===== src/rtl/hazard_ctrl.sv =====
// Hazard/forwarding controller: decodes the instruction in D, tracks the two older in-flight
// destination tags, issues to EX with operand-source selects, and stalls on unresolvable RAW hazards.
module hazard_ctrl #(
  parameter int CNT_W  = 16,
  parameter bit FWD_EN = 1'b1
) (
  input  logic             clock,
  input  logic             reset,
  input  logic [31:0]      d_IR,
  input  logic             d_valid,
  output logic             stall,
  output logic [31:0]      e_IR,
  output logic [1:0]       fwd_a,
  output logic [1:0]       fwd_b,
  output logic [CNT_W-1:0] issue_cnt,
  output logic [CNT_W-1:0] stall_cnt
);

  localparam logic [5:0] OP_RTYPE = 6'b000000;
  localparam logic [5:0] OP_ADDI  = 6'b001000;
  localparam logic [5:0] OP_LW    = 6'b100011;
  localparam logic [5:0] OP_SW    = 6'b101011;
  localparam logic [5:0] FN_ADD   = 6'b100000;
  localparam logic [5:0] FN_SUB   = 6'b100010;

  localparam logic [1:0] SEL_RF = 2'b00;
  localparam logic [1:0] SEL_MM = 2'b01;
  localparam logic [1:0] SEL_WB = 2'b10;

  typedef struct packed {
    logic       valid;
    logic [4:0] r;
  } tag_t;

  tag_t       ex_tag, mm_tag;
  logic       ex_ld;

  logic [5:0] op, funct;
  logic [4:0] rs, rt, rd;
  logic       src_a_v, src_b_v, is_ld;
  tag_t       dst_raw, dst;

  assign op    = d_IR[31:26];
  assign rs    = d_IR[25:21];
  assign rt    = d_IR[20:16];
  assign rd    = d_IR[15:11];
  assign funct = d_IR[5:0];

  // NOTE: every always_comb output gets a default first so no path leaves it unassigned (no latch).
  always_comb begin
    src_a_v = 1'b0;
    src_b_v = 1'b0;
    is_ld   = 1'b0;
    dst_raw = '0;
    unique case (op)
      OP_RTYPE: if (funct == FN_ADD || funct == FN_SUB) begin
        src_a_v = 1'b1;
        src_b_v = 1'b1;
        dst_raw = '{valid: 1'b1, r: rd};
      end
      OP_ADDI: begin
        src_a_v = 1'b1;
        dst_raw = '{valid: 1'b1, r: rt};
      end
      OP_LW: begin
        src_a_v = 1'b1;
        is_ld   = 1'b1;
        dst_raw = '{valid: 1'b1, r: rt};
      end
      OP_SW: begin
        src_a_v = 1'b1;
        src_b_v = 1'b1;
      end
      default: ;
    endcase
  end

  // $0 is hardwired, so writing it produces nothing a consumer could depend on.
  assign dst = '{valid: dst_raw.valid && (dst_raw.r != 5'd0), r: dst_raw.r};

  function automatic logic match(input logic v, input logic [4:0] s, input tag_t t);
    return v && t.valid && (t.r == s) && (s != 5'd0);
  endfunction

  logic ex_a, ex_b, mm_a, mm_b, hazard, issue;

  assign ex_a = match(src_a_v, rs, ex_tag);
  assign ex_b = match(src_b_v, rt, ex_tag);
  assign mm_a = match(src_a_v, rs, mm_tag);
  assign mm_b = match(src_b_v, rt, mm_tag);

  // Without forwarding the write-through register file covers the WB producer only.
  assign hazard = FWD_EN ? ((ex_a || ex_b) && ex_ld) : (ex_a || ex_b || mm_a || mm_b);
  // Tags are cleared only at the reset edge, so stall is masked during the reset cycle itself.
  assign stall  = !reset && d_valid && hazard;
  assign issue  = d_valid && !stall;

  // The EX producer is newer than the MM producer, so it takes priority.
  function automatic logic [1:0] fwd_sel(input logic at_ex, input logic at_mm);
    if (!FWD_EN) return SEL_RF;
    if (at_ex)   return SEL_MM;
    if (at_mm)   return SEL_WB;
    return SEL_RF;
  endfunction

  // NOTE: sequential state uses non-blocking assignments so every register samples pre-edge values.
  always_ff @(posedge clock) begin
    if (reset) begin
      ex_tag    <= '0;
      mm_tag    <= '0;
      ex_ld     <= 1'b0;
      e_IR      <= '0;
      fwd_a     <= SEL_RF;
      fwd_b     <= SEL_RF;
      issue_cnt <= '0;
      stall_cnt <= '0;
    end else begin
      mm_tag <= ex_tag;
      if (issue) begin
        ex_tag <= dst;
        ex_ld  <= is_ld;
        e_IR   <= d_IR;
        fwd_a  <= fwd_sel(ex_a, mm_a);
        fwd_b  <= fwd_sel(ex_b, mm_b);
        if (!(&issue_cnt)) issue_cnt <= issue_cnt + CNT_W'(1);
      end else begin
        ex_tag <= '0;
        ex_ld  <= 1'b0;
        e_IR   <= '0;
        fwd_a  <= SEL_RF;
        fwd_b  <= SEL_RF;
      end
      if (stall && !(&stall_cnt)) stall_cnt <= stall_cnt + CNT_W'(1);
    end
  end

endmodule


===== config.mk =====
export PLATFORM = sky130hd
export DESIGN_NAME = hazard_ctrl
export DESIGN_NICKNAME = d
export VERILOG_FILES = /design/src/rtl/hazard_ctrl.sv
export SDC_FILE = /design/constraint.sdc
export NUM_CORES = 1
export LEC_CHECK = 0
export BUFFER_PORTS_ARGS = -buffer_cell sky130_fd_sc_hd__clkbuf_2
export CAP_MARGIN = 20
export CORE_MARGIN = 3
export CORE_UTILIZATION = 45
export DETAILED_ROUTE_END_ITERATION = 10
export MAX_ROUTING_LAYER = met4
export PLACE_DENSITY = 0.82
export SYNTH_ARGS = -nofsm -noshare
export SYNTH_HDL_FRONTEND = slang
export SYNTH_SLANG_ARGS = --single-unit

===== constraint.sdc =====
create_clock -name clock -period 2.5 [get_ports clock]
set_clock_uncertainty 0.1 [all_clocks]
set_input_delay 0.125 -clock clock [delete_from_list [all_inputs] [get_ports clock]]
set_output_delay 0.125 -clock clock [all_outputs]
set_load 0.05 [all_outputs]

==> results.ini, run 1 <==
[outcome]
status=finished clean

[setup_path]
cp_num_buf_inv=2
critPathMaxFanout=7
crit_path_start_kind=input port
timing.rr.start=ex_tag[4]
crit_path_end_kind=flop
cp-startpoint=d_IR[27]
crit_family=simple AND/OR/NAND/NOR gates
arrival_ns=2.65
reg2reg_slack_ns=0.05
cp_slowest_cell=dlygate4sd3_1
cp_slowest_stage_delay_ns=0.53
crit_type=in -> reg
r2r-end=stall_cnt[5]
ff2ff_path_depth=8
cp_data_required_time_ns=2.68
crit_path_cell_trace=dlygate4sd3_1, clkbuf_2, or3_1, o21ai_1, a32oi_4, or3_4, or4_4, a21oi_2

[cells_and_area]
syn_to_final_growth_pct=43.53
finalInstanceArea_sq_um=4761
nFillCells=533
nets=550
layout_common_cells=102 x clkbuf_2, 74 x dfxtp_1, 34 x and2_1
drive_gt1_share_pct=35.71
multi_input_area_sq_um=1764
layoutNonFillerInstCount=614
mostFrequentLayoutCell=clkbuf_2
fin_util_pct=68.19
diodes=0
seq_area_sq_um=1630

[clock_network]
clock-sinks=81
cts_root_buf=clkbuf_8
cts_tree=built
cts_buffers=9
clk_latency_ns=0.35
cts.path.max_buffers=2
clk_pin_slew_ns=0.08
h-tree-depth=3

[sta]
period_needed_ns=2.470
slew_violations=0
holdWs_ns=0.008659
setup_viol=0
fmax_ghz=0.4048
finalHoldViolations=0
relSlewSlack_pct=46.83
period_share_pct=98.81
worstMarginPinSlew_ns=0.7914
rsz0062_at_grt=yes

[synth]
synth_area_leaders=dfxtp_1 49%, and2_1 6.4%, xnor2_1 4.2%
synth_compound_area_share_pct=8.525
synth_cells=354
synth_mux_area_share_pct=2.603
synth_edf_count=0
async_flop_share_pct=0
synthesis.area_sq_um=3317
synth-simple-area-share_pct=29.05
synth_ff_type=dfxtp_1
syn_area_per_cell_sq_um=9.370
yosysUniqueCellTypes=39
yosys_warnings=0
synthXorXnorAreaFrac_pct=8.186
ys_seq_elements=81
synth-adder-area-share_pct=0.7544
synth_nets=391
synth_top_area_share_pct=48.89
yosysSeqAreaShare_pct=48.89
synth_top_cell_by_area=dfxtp_1
synth_top_family_by_area=simple AND/OR/NAND/NOR gates

[floorplan]
core-area_sq_um=6982
die_height_um=91.86
start_util_pct=47.51
dieArea_sq_um=8437
ios=104
rows=30
die_w_um=91.86

[grt]
grt_usage_pct=21.59
antenna_found_initial=0
grt_pass1_vias=3035
overflow=0
grt_max_degree=44
grt_pass1_wl_mm=14.44

[worst_hold_path]
worstHoldEndpoint=ex_tag[3]
hold_path_depth=3
holdCritPathClass=in -> reg
hp-start=d_IR[19]

[power]
p_per_area_nw_per_um2=542.9
power_mw=2.584
vdd_drop_max_uv=427.8
leakagePower_nw=1.988

[drt]
dr.first_iter.drc_count=192
ant_nets=0
num_vias=3233
vias_per_cell=5.265
wire_per_inst_um=15.12
drc_errors=0
first_pass_iters=5
finalWirelength_mm=9.283

[place]
placed_area_sq_um=4108
portBuffers=103
dp_cells=566
place.gp.congestion=0.9418
dp_hpwl_mm=6.212

[run]
maxCapViolations=0

[registers in the layout, indices dropped and copies added, names as in the netlist]
register and cells:
e_IR 32, issue_cnt 16, stall_cnt 16, ex_tag 6, mm_tag 6, fwd_a 2, fwd_b 2, ex_ld 1
[metrics by stage]
stage	setup WS (ns)	setup TNS, ns
floorplan	0.02281	0
detailed placement	-0.1080	-0.3963
global route	-0.06144	-0.3213
global placement	-0.01097	-0.01732
finish	0.02972	0
CTS	0.03519	0
[cell usage after synthesis (2+ instances only)]
cell      count
a22oi_1       5
or3_1        13
a21oi_1      16
nand4_1      10
or4_1         7
ha_1          2
xnor2_1      16
mux2i_1       3
and2_1       34
nor3b_1       2
clkbuf_1     12
and3_1        5
dfxtp_1      81
nor2b_1      13
xor2_1       15
mux2_2        5
nor4_1       11
o31ai_1       4
o21ai_0      14
inv_1         3
nand2_1      14
nor3_1        3
nor4b_1       5
nand3_1      12
buf_2         2
o21ai_1       3
nor2_1       32
[worst max-delay path by stage]
| stage | to | slack, ns | depth (start not counted) |
|---|---|---|---|
| after global placement | stall_cnt[6] | -0.01 | 7 |
| after global routing | stall_cnt[6] | -0.06 | 8 |
| after CTS | stall_cnt[5] | 0.04 | 9 |
| after detailed placement | stall_cnt[5] | -0.11 | 7 |
| final | stall_cnt[5] | 0.03 | 8 |
| after floorplan | stall_cnt[12] | 0.02 | 9 |
[kinds of logic after synthesis]
kind of cell | after synthesis
fa+ha+maj | 2
flops | 81
compound gates | 47
buf+inv | 17
simple gates | 168
mux | 8
xor+xnor | 31
[worst reg2reg max path: cells and delay by family, from the launching register on]
family	cells	cell delay [ns]
simple gates	4	1.36
flops	1	0.34
compound gates	2	0.32
buf+inv	1	0.13
xor+xnor	1	0.13
[final cells by class]
cell class	instances	share of cell area, %
Multi-Input combinational cell	257	37.06
Sequential cell	81	34.24
Timing Repair Buffer	161	21.68
Clock buffer	10	2.891
Tap cell	96	2.523
Clock inverter	6	1.367
Inverter	3	0.2365
[per-layer routing]
| layer | global-route usage [%] | part of all wire, % | vias up |
|---|---|---|---|
| met4 | 8.416 | 2.7 | 0 |
| li1 | - | - | 1565 |
| met1 | 26.28 | 41 | 1513 |
| met3 | 4.922 | 6.1 | 22 |
| met5 | - | 0 | - |
| met2 | 34.85 | 51 | 133 |
[report_power, final]
group          total (mW)  internal (mW)  switching [mW]
clock               0.971          0.490           0.480
sequential           1.32           1.31          0.0103
combinational       0.290          0.108           0.182
total                2.58           1.91           0.673
[timing repair]
action,in CTS,in global routing
endpoints found under the hold margin,32,0
gates resized for setup,3,31
cloned,0,2
setup buffers,0,4
hold buffers,27,0
pin swaps,0,11
setup endpoints to repair,9,13
No activity file was read; power rests on OpenSTA's default activity.
==> inputs of run 2 (changes only) <==
--- a/constraint.sdc
+++ b/constraint.sdc
@@ -3,3 +3,3 @@
 set_input_delay 0.125 -clock clock [delete_from_list [all_inputs] [get_ports clock]]
 set_output_delay 0.125 -clock clock [all_outputs]
-set_load 0.05 [all_outputs]
+set_load 0.01 [all_outputs]
==> run 2 against run 1 <==
  * The flow now finishes with violations (negative setup slack)
  * Utilization hardly changed
  * Final area hardly changed
  * Via count is 0.71% lower
  * Wire length is 2.1% lower
  * Worst setup slack worse by 0.059 ns
  * Non-clock buffer count stayed put
  * Largest cell class unchanged
  * Largest power group unchanged
  * Highest routed layer unchanged
==> results.ini, run 2 (synthesis gave the netlist of run 1 again) <==
[setup_path]
reg2reg_slack_ns=-0.03
endpoint=stall_cnt[5]
r2r-end=stall_cnt[5]
critPathMaxFanout=7
crit_path_start_kind=flop
cp_data_required_time_ns=2.68
crit_path_end_kind=flop
ff2ff_path_depth=8
arrival_ns=2.71
cp-startpoint=ex_tag[4]
timing.rr.start=ex_tag[4]
crit_type=reg -> reg

[floorplan]
rows=30
ios=104
start_util_pct=47.51
dieArea_sq_um=8437
die_w_um=91.86
core-area_sq_um=6982
die_height_um=91.86

[cells_and_area]
layout_common_cells=102 x clkbuf_2, 79 x dfxtp_1, 34 x and2_1
largest_register_ff_count=32
drive_gt1_share_pct=35.33
nets=550
largest_register=e_IR
diodes=0
syn_to_final_growth_pct=43.46
top_regs=e_IR: 32 flops, issue_cnt: 16 flops, stall_cnt: 16 flops
mostFrequentLayoutCell=clkbuf_2

[power]
leakagePower_nw=1.977
p_per_area_nw_per_um2=526.1
power_mw=2.503
vdd_drop_max_uv=255.4

[clock_network]
cts_root_buf=clkbuf_8
cts.path.max_buffers=2
clk_latency_ns=0.35
clock-sinks=81
clk_pin_slew_ns=0.08
h-tree-depth=3
cts_buffers=9
cts_tree=built

[sta]
period_needed_ns=2.529
worstMarginPinSlew_ns=0.8373
period_share_pct=101.2
setup_viol=3
slew_violations=0
relSlewSlack_pct=43.75
finalHoldViolations=0
fin_ws_ns=-0.02905
fmax_ghz=0.3954
rsz0062_at_grt=yes

[grt]
grt_max_degree=44
grt_pass1_wl_mm=14.42
overflow=0
grt_usage_pct=21.59
grt_pass1_vias=3055
antenna_found_initial=0

[drt]
vias_per_cell=5.228
drc_errors=0
ant_nets=0
wire_per_inst_um=14.80
first_pass_iters=4
num_vias=3210
finalWirelength_mm=9.090
dr.first_iter.drc_count=136

[place]
portBuffers=103
place.gp.congestion=0.9366
dp_hpwl_mm=6.169
pre_cts_ws_ns=-0.1694

[outcome]
status=complete, but fails checks
violations=negative setup slack

[run]
maxCapViolations=0

[worst_hold_path]
holdCritPathClass=in -> reg
hp-start=d_IR[24]

## run 2: cell types whose count changed in the layout (fill, tap and decap cells not counted), moves of 3 or more
| cell | delta |
|---|---|
| buf_4 | +4 |
| clkinvlp_4 | +3 |
| dfxtp_2 | -5 |
| dfxtp_1 | +5 |
## run 2: how the worst min path moves through the flow
stage          endpoint  cells past startpoint
2_1_floorplan     ex_ld                      1
3_3_place_gp    e_IR[7]                      2
3_5_place_dp   e_IR[10]                      2
4_1_cts        e_IR[21]                      3
5_1_grt        e_IR[24]                      3
6_report       e_IR[24]                      3
## run 2: what timing repair did
action	CTS	global route
endpoints found under the hold margin	31	0
gates resized for setup	2	28
hold buffers	25	0
pin swaps	0	16
buffers inserted	0	2
cloned	0	1
setup endpoints to repair	10	30
## run 2: area by class of cell
class / count / area, sq um
Clock buffer: 9 / 123.9
Clock inverter: 7 / 77.57
Fill cell: 544 / 2223
Inverter: 3 / 11.26
Multi-Input combinational cell: 257 / 1775
Sequential cell: 81 / 1624
Tap cell: 96 / 120.1
Timing Repair Buffer: 161 / 1026
## run 2: metrics by stage
stage	hold slack [ns]	cells	util, %	TNS (ns)	cell area [sq um]
finish	0.02122	614	68.15	-0.05969	4758
detailed placement	0.2274	571	59.27	-1.291	4138
global route	0.01700	614	68.15	-0.3708	4758
global placement	0.2238	571	59.27	-0.1540	4138
floorplan	0.1007	354	-	0	3317
CTS	0.001528	612	65.90	0	4601
## run 2: power breakdown
group          internal [mW]  total [mW]  switching, mW
clock network          0.468       0.965          0.497
logic                  0.106       0.214          0.108
registers               1.31        1.32         0.0103
total                   1.89        2.50          0.616
## run 2: metal layers
metal | track usage (%) | wire (um) | vias to the layer above
li1 | - | - | 1557
met1 | 25.72 | 3857 | 1532
met2 | 36.44 | 4599 | 106
met3 | 4.430 | 510 | 15
met4 | 7.302 | 123 | 0
met5 | - | 0 | -
## run 2: critical path, stage by stage (launching register included)
cell     delay [ns]
dfxtp_2        0.35
buf_6          0.12
xnor2_2        0.13
nand4_1        0.19
nor4_4         0.33
a32oi_4        0.23
or3_4          0.47
or4_4          0.43
a21oi_2        0.13
